**config.mk**
```make
export PLATFORM = sky130hd
export DESIGN_NAME = msg_bus_hub
export DESIGN_NICKNAME = d
export VERILOG_FILES = /design/src/rtl/msg_bus_hub.sv
export SDC_FILE = /design/constraint.sdc
export NUM_CORES = 1
export LEC_CHECK = 0
export ABC_AREA = 0
export CAP_MARGIN = 20
export CORE_MARGIN = 2
export CORE_UTILIZATION = 49
export DETAILED_ROUTE_END_ITERATION = 10
export PLACE_DENSITY = 0.77
export SLEW_MARGIN = 25
export SYNTH_ARGS = -nofsm -noshare
export SYNTH_HDL_FRONTEND = slang
export SYNTH_SLANG_ARGS = --single-unit
```
**constraint.sdc**
```tcl
create_clock -name clk -period 2.4 [get_ports clk]
set_input_delay 0.48 -clock clk [delete_from_list [all_inputs] [get_ports clk]]
set_output_delay 0.48 -clock clk [all_outputs]
set_load 0.01 [all_outputs]
```
**src/rtl/msg_bus_hub.sv**
```systemverilog
// msg_bus_hub: round-robin arbiter and registered broadcast bus for the coherence
// message network, with per-cache request/ack tracking and protocol checking.
module msg_bus_hub #(
  parameter int cache_num = 4,
  parameter int id_w      = $clog2(cache_num),
  parameter int msg_w     = 4 + 2*id_w
) (
  input  logic                       clk,
  input  logic                       rst,
  input  logic [cache_num-1:0]       msg_req,
  input  logic [cache_num*msg_w-1:0] msg_in,
  output logic [cache_num-1:0]       msg_gnt,
  output logic                       rsp_valid,
  output logic [msg_w-1:0]           msg_rsp,
  output logic [cache_num-1:0]       wr_done,
  output logic [cache_num-1:0]       rd_done,
  output logic                       proto_err
);

  localparam int cw = id_w + 1;
  localparam logic [3:0] WR_REQ  = 4'b0100;
  localparam logic [3:0] RD_REQ  = 4'b0101;
  localparam logic [3:0] WR_ACK0 = 4'b0010;
  localparam logic [3:0] WR_ACK1 = 4'b0011;
  localparam logic [3:0] RD_ACK  = 4'b0000;

  logic [id_w-1:0]      ptr;
  logic [id_w-1:0]      gnt_idx;
  logic [id_w-1:0]      rsp_port;
  logic [cw-1:0]        cand;
  logic                 found;
  logic [msg_w-1:0]     gnt_msg;

  logic [3:0]           code;
  logic [id_w-1:0]      ta;
  logic [id_w-1:0]      ra;
  logic [cache_num-1:0] ta_oh;
  logic                 ta_ok;
  logic                 ra_ok;
  logic                 is_wr_req;
  logic                 is_rd_req;
  logic                 is_wr_ack;
  logic                 is_rd_ack;
  logic                 ack_ids_ok;
  logic                 wr_ack_ok;
  logic                 rd_ack_ok;
  logic                 err_now;

  logic [cache_num-1:0] wr_busy;
  logic [cache_num-1:0] rd_busy;
  logic [cache_num-1:0] wr_map [cache_num];
  logic [cache_num-1:0] rd_map [cache_num];

  // First requester at or after the pointer, searching upward with wrap.
  always_comb begin
    msg_gnt = '0;
    gnt_idx = '0;
    found   = 1'b0;
    cand    = '0;
    for (int i = 0; i < cache_num; i++) begin
      cand = {1'b0, ptr} + cw'(i);
      if (cand >= cw'(cache_num)) cand = cand - cw'(cache_num);
      if (!found && msg_req[cand[id_w-1:0]]) begin
        found   = 1'b1;
        gnt_idx = cand[id_w-1:0];
      end
    end
    if (found) msg_gnt[gnt_idx] = 1'b1;
  end

  always_comb begin
    gnt_msg = '0;
    for (int i = 0; i < cache_num; i++) begin
      if (msg_gnt[i]) gnt_msg = msg_in[i*msg_w +: msg_w];
    end
  end

  always_ff @(posedge clk) begin
    if (rst) begin
      ptr       <= '0;
      rsp_valid <= 1'b0;
      msg_rsp   <= '0;
      rsp_port  <= '0;
    end else begin
      rsp_valid <= found;
      if (found) begin
        msg_rsp  <= gnt_msg;
        rsp_port <= gnt_idx;
        ptr      <= (gnt_idx == id_w'(cache_num - 1)) ? '0 : gnt_idx + 1'b1;
      end
    end
  end

  assign code  = msg_rsp[msg_w-1 -: 4];
  assign ta    = msg_rsp[2*id_w-1 -: id_w];
  assign ra    = msg_rsp[id_w-1:0];
  assign ta_oh = cache_num'(1) << ta;

  // Ids can only be out of range when cache_num is not a power of two.
  if (cache_num == (1 << id_w)) begin : g_full_ids
    assign ta_ok = 1'b1;
    assign ra_ok = 1'b1;
  end else begin : g_part_ids
    assign ta_ok = ta < id_w'(cache_num);
    assign ra_ok = ra < id_w'(cache_num);
  end

  assign is_wr_req  = (code == WR_REQ);
  assign is_rd_req  = (code == RD_REQ);
  assign is_wr_ack  = (code == WR_ACK0) || (code == WR_ACK1);
  assign is_rd_ack  = (code == RD_ACK);
  assign ack_ids_ok = ta_ok && ra_ok && (ta != ra);
  assign wr_ack_ok  = is_wr_ack && ack_ids_ok && wr_busy[ra] && !wr_map[ra][ta];
  assign rd_ack_ok  = is_rd_ack && ack_ids_ok && rd_busy[ra] && !rd_map[ra][ta];

  assign err_now = (ta != rsp_port)
                || ((is_wr_req || is_rd_req) &&
                    (!ta_ok || (is_wr_req && wr_busy[ta]) || (is_rd_req && rd_busy[ta])))
                || (is_wr_ack && !wr_ack_ok)
                || (is_rd_ack && !rd_ack_ok);

  // Tracker reacts to the registered broadcast, so done/err land one cycle later.
  always_ff @(posedge clk) begin
    if (rst) begin
      wr_busy   <= '0;
      rd_busy   <= '0;
      wr_done   <= '0;
      rd_done   <= '0;
      proto_err <= 1'b0;
      for (int i = 0; i < cache_num; i++) begin
        wr_map[i] <= '0;
        rd_map[i] <= '0;
      end
    end else begin
      wr_done   <= '0;
      rd_done   <= '0;
      proto_err <= rsp_valid && err_now;
      if (rsp_valid) begin
        if (is_wr_req && ta_ok) begin
          wr_busy[ta] <= 1'b1;
          wr_map[ta]  <= ta_oh;
        end
        if (is_rd_req && ta_ok) begin
          rd_busy[ta] <= 1'b1;
          rd_map[ta]  <= ta_oh;
        end
        if (wr_ack_ok) begin
          wr_map[ra] <= wr_map[ra] | ta_oh;
          if ((wr_map[ra] | ta_oh) == '1) begin
            wr_busy[ra] <= 1'b0;
            wr_done[ra] <= 1'b1;
          end
        end
        if (rd_ack_ok) begin
          rd_map[ra] <= rd_map[ra] | ta_oh;
          if ((rd_map[ra] | ta_oh) == '1) begin
            rd_busy[ra] <= 1'b0;
            rd_done[ra] <= 1'b1;
          end
        end
      end
    end
  end

endmodule

```
## Word-level counts from Yosys, hierarchy flattened

Memories as Yosys holds them, arrays and structs flattened. A register that Yosys moved wholly into a read port is not among the register bits.
Cells that the tools add are included.

| storage, ports and cells | value |
|---|---|
| memories | 2 |
| output and inout port bits | 22 |
| input bits | 38 |
| logic and storage cells | 181 |
| register bits | 30 |
| RAM bits | 32 |

| operators by class | value |
|---|---|
| eq/ne operators | 9 |
| order comparisons | 14 |
| bitwise operators | 12 |
| shifts and indexed selects | 1 |
| add/sub/neg operators | 8 |
| reduce and logical (&&, ||, !) cells | 38 |
| muxes and demuxes | 88 |

Memories:

| memory | words | width | read ports | clocked after Yosys merged registers in | write ports | RTL line | RTL |
|---|---|---|---|---|---|---|---|
| rd_map | 4 | 4 | 1 | 1 | 4 | 52 | `logic [cache_num-1:0] rd_map [cache_num];` |
| wr_map | 4 | 4 | 1 | 1 | 4 | 51 | `logic [cache_num-1:0] wr_map [cache_num];` |

Operator list:

| kind | number |
|---|---|
| $mux W4 | 15 |
| $mux W1 | 39 |
| $mux W2 | 17 |
| $mux W8 | 4 |
| $reduce_or A4 Y1 | 6 |
| $lt A2 B3 Y1 const B | 7 |
| $bmux W1 S2 | 10 |
| $logic_and A1 B1 Y1 | 18 |
| $or A4 B4 Y4 | 4 |
| $ge A3 B3 Y1 const B | 3 |
| $and A4 B4 Y4 | 2 |
| $eq A4 B2 Y1 const B | 2 |
| $eq A4 B3 Y1 const B | 2 |
| $eq A4 B4 Y1 const B | 2 |
| $sub A2 B1 Y2 const B | 4 |
| $logic_not A1 Y1 | 7 |
| $add A2 B2 Y3 const B | 2 |
| $demux W1 S2 | 3 |
| $ge A2 B1 Y1 const B | 3 |
| $logic_or A1 B1 Y1 | 6 |
| $not A1 Y1 | 5 |
| $logic_not A4 Y1 | 1 |
| $ne A2 B2 Y1 | 2 |
| $not A4 Y4 | 1 |
| other kinds (5) | 5 |

## Logic depth before layout (Yosys ltp)

Gate-level depths: netlist (run 1).

| depth | value |
|---|---|
| depth after elaboration | 25 |
| gate-level depth with buffers | 12 |
| gate-level depth less buffers | 11 |

## Worst setup path before layout (run 1)

Ideal clock, no wire load.

| path | value |
|---|---|
| kind | reg2reg |
| start point | register (tool-made name) |
| end point | memory wr_map[3][0], enable pin |
| setup time | 0.339 ns |
| required time | 2.061 ns |
| slack | -0.224 ns |
| path buffers | 2 |
| arrival | 2.284 ns |
| stages on the path, launching flop included | 8 |
| path through | dfxtp_1 buf_6 mux4_2 mux4_2 nor3_2 buf_4 nand4_1 a21oi_1 |

RTL lines:

| element | RTL line |
|---|---|
| end, declared | 51 |

==> results of run 1 <==
==> registers in the layout (all words and copies together) (netlist names), 4 cells and up, named ones only <==
name	cells
wr_busy	4
wr_done	4
wr_map	16
rd_map	16
rd_busy	4
rd_done	4
msg_rsp	8
==> repair_timing <==
action                                  in CTS  in global routing
endpoints found under the setup margin      89                 86
endpoints found under the hold margin        0                  0
resized for setup                           48                 67
buffers inserted                             3                  7
pin swaps                                   14                 23
cloned                                       0                  1
==> final timing paths <==
check,from,end,slack [ps]
max reg2reg,flop,wr_map[1][2],-220
min,rsp_port[0],rsp_port[0],470
min reg2reg,rsp_port[0],rsp_port[0],470
max,flop,wr_map[1][2],-220
==> cell families after synthesis <==
group | after synthesis | synth area share
muxes | 17 | 0.0918
buffers and inverters | 39 | 0.0459
and+or+nand+nor | 154 | 0.211
xor gates and xnor gates | 4 | 0.00959
adders and majority gates | 4 | 0.0137
AOI/OAI and AO/OA | 97 | 0.189
DFF | 64 | 0.439
==> metal layers <==
metal	vias to the layer above	wire [µm]
met5	-	0
met4	0	472
met3	53	823
met2	209	5770
met1	1752	4180
li1	1650	-
==> power breakdown <==
group          internal [mW]  switching (mW)
registers               1.22           0.109
clock network          0.368           0.404
logic                  0.641           0.684
total                   2.23            1.20
==> worst min-delay path: stages (launching register included) <==
cell and delay (ps):
dfxtp_1 320, nand2_1 50, a21oi_1 60
==> placed cells by master, fill, tap and decap left out, types with 5 or more instances in the layout <==
master	n
buf_4	57
clkdlybuf4s50_1	51
nand2_1	33
edfxtp_1	32
nor2_1	31
dfxtp_1	28
a21oi_1	26
buf_6	14
mux4_2	13
nor2b_1	11
nor3_1	10
nor2_2	9
clkbuf_8	9
a22oi_2	8
nand3b_1	8
o211ai_1	8
nand2b_1	7
nor4_2	6
nor2_4	6
inv_1	5
o21ai_0	5
nor4_1	5
o211a_1	5
==> area by class of cell <==
class,instances,area [µm²]
multi-input cells,276,2230
flip-flops and latches,64,1610
repair buffers,132,1190
well taps,99,124
fillers,504,1900
clock buffers,10,128
inverters,9,33.8
clock inverters,6,36.3
==> key figures, run 1 <==
Outcome
  • Status: complete, but fails checks
  • Violated checks: negative setup slack

Yosys
  • Most used DFF post-synth: edfxtp_1
  • Synth warn: 0
  • Gate Count Post-Synth: 379
  • Dominant cell type by area after synthesis: edfxtp_1
  • Count leader, synth: nor2_1
  • Async set-reset flop share out of synthesis: 0
  • Synth top area share: 0.263
  • Post-Syn Area: 3650 µm²
  • Synth Register Bits: 64
  • Number of flops mapped to enable cells by yosys: 32
  • Sequential area share after synthesis: 0.439
  • Distinct cells, synth: 59
  • Top post-synthesis cells by count: nor2_1 (46), nand2_1 (38), dfxtp_1 (32), edfxtp_1 (32), a21oi_1 (29)
  • Avg Inst Size Synth: 9.63 µm²
  • Top post-synthesis cells by area: edfxtp_1 (26%), dfxtp_1 (18%), mux4_2 (8.0%)
  • Mapped Nets: 421

Floorplanning
  • Placeable core region: 7250 µm²
  • Die height: 90.3 µm
  • Die width: 90.3 µm
  • DIE AREA: 8160 µm²
  • IO Pins: 60
  • Starting Density: 0.503
  • Row count: 31

STA
  • Worst Max-Slew Pin Slew: 685 ps
  • TNS Setup: -5240 ps
  • Clock Skew: 8.69 ps
  • RSZ-0062 raised after global routing: true
  • Min Hold Slack: 473 ps
  • Hold Vio Cnt, Final: 0
  • Peak Freq: 0.382 GHz
  • Number of setup violations in the final report: 64
  • Fin crit share: 1.09
  • Worst rel slew slack: 0.537
  • Minimum clock period: 2620 ps
  • Final Max Slew Viols: 0
  • Setup WS post-layout: -218 ps

Route
  • Pre-antenna DRT Iters: 7
  • Via density per instance: 6.15
  • Final ANT Viol Nets: 0
  • Final WL: 11,200 µm
  • Routed vias: 3,664
  • Drc violations: 0
  • Routed length per instance: 18.9 µm
  • DR iter-0 viols: 315

Layout
  • Final Util: 0.738
  • Share of cells above drive strength 1: 0.362
  • Synth-to-Final Area Change: 46.7%
  • Layout Cells excl Fill: 596
  • Final Cell Area: 5360 µm²
  • Final nets: 534
  • Number of diodes: 0

Worst hold path
  • Hold Crit Class: reg -> reg
  • Hold depth: 2

Setup path
  • Top delay family on crit path: multiplexers
  • Slowest cell on crit path: mux4_2
  • Largest stage delay, worst path: 560 ps
  • Worst-path fanout max: 5
  • Crit path buf inv count: 1
  • Worst Path Arrival: 2700 ps
  • CP Capture Type: flop
  • Crit path depth: 6
  • Cells along the critical path: mux4_2, mux4_2, or3_4, o221ai_4, buf_6, nor2_2
  • Register-to-Register Path Depth: 6
  • Category of the most critical setup path: reg -> reg
  • Most used cell, CP: mux4_2
  • CP Launch Type: flop
  • Crit path required time: 2480 ps

Global routing
  • GRT Total Usage: 0.262
  • First-pass GRT wire length: 16,900 µm
  • Met2 Use GR: 0.461
  • Pin count of the biggest net entering global routing: 20
  • Met3 usage: 0.0476
  • Most used routing layer: met2
  • GR Overflow Total: 0
  • Initial antenna violation count: 0
  • Met1 Usage GRT: 0.301
  • Number of global-route vias before repair: 3,512

Placement
  • DP Wirelength: 7780 µm
  • Placed cell areas: 4740 µm²
  • # port buffers: 59
  • Placed Instances: 569
  • Place WS: -650 ps
  • GP Congestion: 0.920

Pwr
  • Final Power: 3.43 mW
  • Worst VDD drop: 0.302 mV
  • Pwr dens: 641 nW/µm²
  • Leak: 1.95 nW

Clocking
  • # clock sinks: 64
  • Clk slew on worst S/H paths: 70 ps
  • H-tree depth: 3
  • CTS tree: yes
  • # hold bufs at CTS: 0
  • Cts bufs inserted: 9
  • Clk root buf: clkbuf_8
  • Worst-case clock buffer depth: 2
  • Clock Latency Late Sink: 340 ps

Job
  • # Max-Cap Violations: 0
(Power assumes the default switching activity.)
==> run 2: changes to the inputs <==
--- a/config.mk
+++ b/config.mk
@@ -11,5 +11,7 @@
 export CORE_UTILIZATION = 49
 export DETAILED_ROUTE_END_ITERATION = 10
+export GPL_TIMING_DRIVEN = 0
 export PLACE_DENSITY = 0.77
+export REMOVE_ABC_BUFFERS = 1
 export SLEW_MARGIN = 25
 export SYNTH_ARGS = -nofsm -noshare
==> constraint.sdc (replaced) <==
create_clock -name clk -period 2.4 [get_ports clk]
set_input_delay 0.48 -clock clk [delete_from_list [all_inputs] [get_ports clk]]
set_output_delay 0.48 -clock clk [all_outputs]
set_load 0.1 [all_outputs]
==> key figures, run 2 (synthesis results as in run 1) <==
Outcome
  • Status: complete, but fails checks
  • Violated checks: negative setup slack

Setup path
  • Slowest cell on crit path: mux4_2
  • CP Capture Type: flop
  • Worst Path Arrival: 2790 ps
  • R2r setup slk: -280 ps
  • Category of the most critical setup path: reg -> reg
  • Cells along the critical path: buf_4, buf_6, mux4_2, a22o_4, or4b_4, o211ai_1, buf_4, nor2_1
  • Largest stage delay, worst path: 550 ps
  • Most used cell, CP: buf_4
  • CP Launch Type: flop
  • Crit path required time: 2520 ps
  • RR Endpoint: rd_map[2][1]
  • Register-to-Register Path Depth: 8
  • Worst-path fanout max: 8

Clocking
  • Worst-case clock buffer depth: 2
  • # hold bufs at CTS: 0
  • # clock sinks: 64
  • Clk root buf: clkbuf_8
  • H-tree depth: 3
  • Clock Latency Late Sink: 360 ps
  • CTS tree: yes
  • Cts bufs inserted: 9
  • Clk slew on worst S/H paths: 70 ps

Route
  • Routed wl met3: 1010 µm
  • Routed vias: 3,614
  • Via density per instance: 6.41
  • Pre-antenna DRT Iters: 5
  • DR WL met2: 5710 µm
  • Met1 wire length: 4430 µm
  • DR iter-0 viols: 393
  • Final WL: 11,600 µm
  • Routed length per instance: 20.5 µm
  • Top sig layer: met4
  • Final ANT Viol Nets: 0
  • Drc violations: 0

Worst hold path
  • Hold path startpoint: rsp_port[0]
  • Hold depth: 2
  • Hold Crit Class: reg -> reg
  • Hold worst-path end: rsp_port[0]

Placement
  • DP Wirelength: 6640 µm
  • Placed Instances: 508
  • GP Congestion: 0.914
  • # port buffers: 59

Floorplanning
  • Die width: 90.3 µm
  • Die height: 90.3 µm
  • Row count: 31
  • IO Pins: 60
  • Starting Density: 0.503
  • DIE AREA: 8160 µm²
  • Placeable core region: 7250 µm²

STA
  • Clock Skew: 7.87 ps
  • Peak Freq: 0.373 GHz
  • Worst Max-Slew Pin Slew: 984 ps
  • RSZ-0062 raised after global routing: true
  • Fin crit share: 1.12
  • Minimum clock period: 2680 ps
  • Number of setup violations in the final report: 71
  • Hold Vio Cnt, Final: 0
  • Worst rel slew slack: 0.342
  • Setup WS post-layout: -278 ps
  • Final Max Slew Viols: 0

Pwr
  • Worst VDD drop: 0.645 mV
  • Final Power: 4.09 mW
  • Leak: 1.88 nW
  • Pwr dens: 770 nW/µm²

Job
  • # Max-Cap Violations: 0

Layout
  • Number of diodes: 0
  • Layout Cells excl Fill: 564
  • Final nets: 502
  • Share of cells above drive strength 1: 0.355
  • # fillers: 476
  • Most frequent cells in the layout: nor2_1 (41), clkdlybuf4s50_1 (41), nand2_1 (34)
  • Synth-to-Final Area Change: 45.6%
  • Top flop regs: rd_map (16), wr_map (16), msg_rsp (8)

Global routing
  • Pin count of the biggest net entering global routing: 25
  • Number of global-route vias before repair: 3,369
  • GRT Total Usage: 0.266
  • First-pass GRT wire length: 17,000 µm
  • Initial antenna violation count: 0
  • GR Overflow Total: 0
[run 2: layer usage]
metal | vias to the layer above | GRT usage
met4 | 0 | 0.103
met1 | 1730 | 0.345
li1 | 1600 | -
met3 | 48 | 0.0768
met5 | - | 0
met2 | 236 | 0.422
[run 2: what timing repair did]
action | CTS | global route
setup buffers | 30 | 9
endpoints found under the hold margin | 0 | 0
gates resized for setup | 137 | 45
pin swaps | 32 | 26
setup endpoints to repair | 104 | 86
gates cloned | 1 | 0
[run 2: worst max-delay path: cells and delay by family (launching register included)]
kind                   cells  cell delay, ps
buffers and inverters      3             430
AO/OA/AOI/OAI              2             460
AND/OR/NAND/NOR            2             570
multiplexers               1             550
flip-flops                 1             420
[run 2: how the worst max path moves through the flow]
stage               startpoint           end  slack, ps  cells after the start
finish                    flop  rd_map[2][1]       -280                      8
global route              flop  rd_map[2][1]       -310                      8
CTS                       flop  wr_map[3][3]       -250                      6
detailed placement  msg_req[0]    msg_gnt[3]      -1730                      9
global placement    msg_req[0]    msg_gnt[1]      -1640                      4
floorplan           msg_rsp[3]  rd_map[0][0]      -1200                      5
[run 2: where the power goes]
group	internal [mW]	total, mW	switching (mW)
Clock	0.691	1.15	0.457
Combinational	0.580	1.54	0.957
Sequential	1.23	1.41	0.178
[run 2: area by class of cell]
class                   count  area [µm²]  share of cell area
multi-input cells         276        2330               0.439
flip-flops and latches     64        1630               0.306
repair buffers             99         946               0.178
clock buffers               9         124              0.0233
well taps                  99         124              0.0233
clock inverters             7         119              0.0224
inverters                   9        40.0             0.00753
repair inverters            1        5.00            0.000942
[run 2: metrics by stage]
stage	hold slack (ps)	TNS, ps	instance area (µm²)	setup WS (ps)	util
floorplan	442	-62630	3520	-1200	-
global placement	458	-93290	4230	-1640	0.583
detailed placement	467	-76530	4250	-1730	0.586
CTS	477	-5850	5060	-251	0.698
global route	517	-15700	5320	-311	0.733
finish	478	-11270	5320	-278	0.733
==> run 3: changes to the inputs <==
Settings changed: CELL_PAD_IN_SITES_DETAIL_PLACEMENT from default to 1, CELL_PAD_IN_SITES_GLOBAL_PLACEMENT from default to 1, CORE_UTILIZATION 49 to 37, PLACE_DENSITY 0.77 to default, PLACE_DENSITY_LB_ADDON from default to 0.1.
==> key figures, run 3 (synthesis results as in run 1) <==
Outcome
  • Status: complete, but fails checks
  • Violated checks: negative setup slack

Layout
  • Share of cells above drive strength 1: 0.397
  • Synth-to-Final Area Change: 51.3%
  • Most common cell after layout, fill and taps aside: clkdlybuf4s50_1
  • Number of diodes: 0
  • Layout Cells excl Fill: 607
  • Final nets: 511
  • Final Cell Area: 5520 µm²
  • Top flop regs: rd_map (16), wr_map (16), msg_rsp (8)
  • Final Util: 0.570
  • Most frequent cells in the layout: clkdlybuf4s50_1 (41), nand2_1 (33), nor2_1 (32), edfxtp_1 (32), buf_4 (28)

Route
  • Routed vias: 3,468
  • Via density per instance: 5.71
  • Drc violations: 0
  • Pre-antenna DRT Iters: 4
  • DR iter-0 viols: 155
  • Final ANT Viol Nets: 0
  • Routed length per instance: 20.9 µm
  • Final WL: 12,700 µm

Floorplanning
  • Row count: 36
  • Starting Density: 0.377
  • IO Pins: 60
  • DIE AREA: 10,700 µm²
  • Die height: 103 µm
  • Placeable core region: 9680 µm²
  • Die width: 103 µm

Global routing
  • Initial antenna violation count: 0
  • GR Overflow Total: 0
  • First-pass GRT wire length: 19,600 µm
  • Pin count of the biggest net entering global routing: 25
  • Number of global-route vias before repair: 3,533
  • GRT Total Usage: 0.247

Clocking
  • Clock Latency Late Sink: 350 ps
  • CTS tree: yes
  • H-tree depth: 3
  • # clock sinks: 64
  • Clk slew on worst S/H paths: 70 ps
  • Worst-case clock buffer depth: 2
  • Clk root buf: clkbuf_8
  • Cts bufs inserted: 9
  • # hold bufs at CTS: 0

Setup path
  • RR Endpoint: wr_map[1][2]
  • Worst Path Arrival: 2810 ps
  • CP Launch Type: flop
  • R2r setup slk: -310 ps
  • Register-to-Register Path Depth: 6
  • Crit path required time: 2490 ps
  • Worst-path fanout max: 8
  • CP Capture Type: flop
  • Category of the most critical setup path: reg -> reg
  • Crit path to: wr_map[1][2]

STA
  • Minimum clock period: 2710 ps
  • TNS Setup: -10,130 ps
  • Clock Skew: 14.8 ps
  • Min Hold Slack: 475 ps
  • Fin crit share: 1.13
  • Worst rel slew slack: 0.345
  • Peak Freq: 0.369 GHz
  • Number of setup violations in the final report: 74
  • Setup WS post-layout: -312 ps
  • RSZ-0062 raised after global routing: true
  • Final Max Slew Viols: 0
  • Hold Vio Cnt, Final: 0
  • Worst Max-Slew Pin Slew: 980 ps

Placement
  • Placed Instances: 543
  • Place WS: -1710 ps
  • # port buffers: 59
  • GP Congestion: 0.816
  • DP Wirelength: 7830 µm
  • Placed cell areas: 4300 µm²

Pwr
  • Pwr dens: 713 nW/µm²
  • Worst VDD drop: 0.409 mV
  • Final Power: 3.94 mW
  • Leak: 1.95 nW

Worst hold path
  • Hold depth: 2
  • Hold Crit Class: reg -> reg

Job
  • # Max-Cap Violations: 0
run 3: changes by cell type in the layout (fill, tap and decap cells not counted), sizes merged:
cell / before / now
clkbuf: 11 / 14
clkinv: 2 / 4
buf: 46 / 54
bufinv: 3 / 1
clkdlybuf4s15: 4 / 2
run 3: area by class of cell:
type / count / area, µm²
multi-input cells: 276 / 2450
fillers: 1016 / 4160
clock inverters: 7 / 71.3
clock buffers: 9 / 124
well taps: 133 / 166
inverters: 9 / 45.0
repair inverters: 1 / 5.00
flip-flops and latches: 64 / 1630
repair buffers: 108 / 1030
run 3: timing repair:
action                                  4_1_cts  5_1_grt
endpoints found under the setup margin      104       92
gates cloned                                  1        0
setup buffers                                36       14
gates resized for setup                     163       55
pin swaps                                    35       25
run 3: worst min-delay path by stage:
stage,slack [ps],startpoint,to
after detailed placement,470,rsp_port[1],rsp_port[1]
after CTS,480,rsp_port[1],rsp_port[1]
after global routing,490,rsp_port[0],rsp_port[0]
final,480,rsp_port[1],rsp_port[1]
after floorplan,440,rsp_port[0],rsp_port[0]
after global placement,460,rsp_port[1],rsp_port[1]
run 3: critical path, cell delays in order (launching register included):
cell and delay [ps]:
dfxtp_4 440, mux4_2 570, mux4_2 570, or3_4 380, o221ai_4 300, buf_6 160
nor2_2 30
run 3: power breakdown:
group / total [mW] / internal (mW) / switching [mW]
Sequential: 1.42 / 1.23 / 0.189
Clock: 0.947 / 0.480 / 0.467
Combinational: 1.57 / 0.603 / 0.968
Total: 3.94 / 2.31 / 1.62
run 3: metal layers:
layer  vias up  global-route usage  routed length, µm
li1       1606                   -                  -
met1      1729               0.313               5410
met2       103               0.422               6410
met3        30              0.0423                472
met4         0              0.0962                425
met5         -                   0                  0
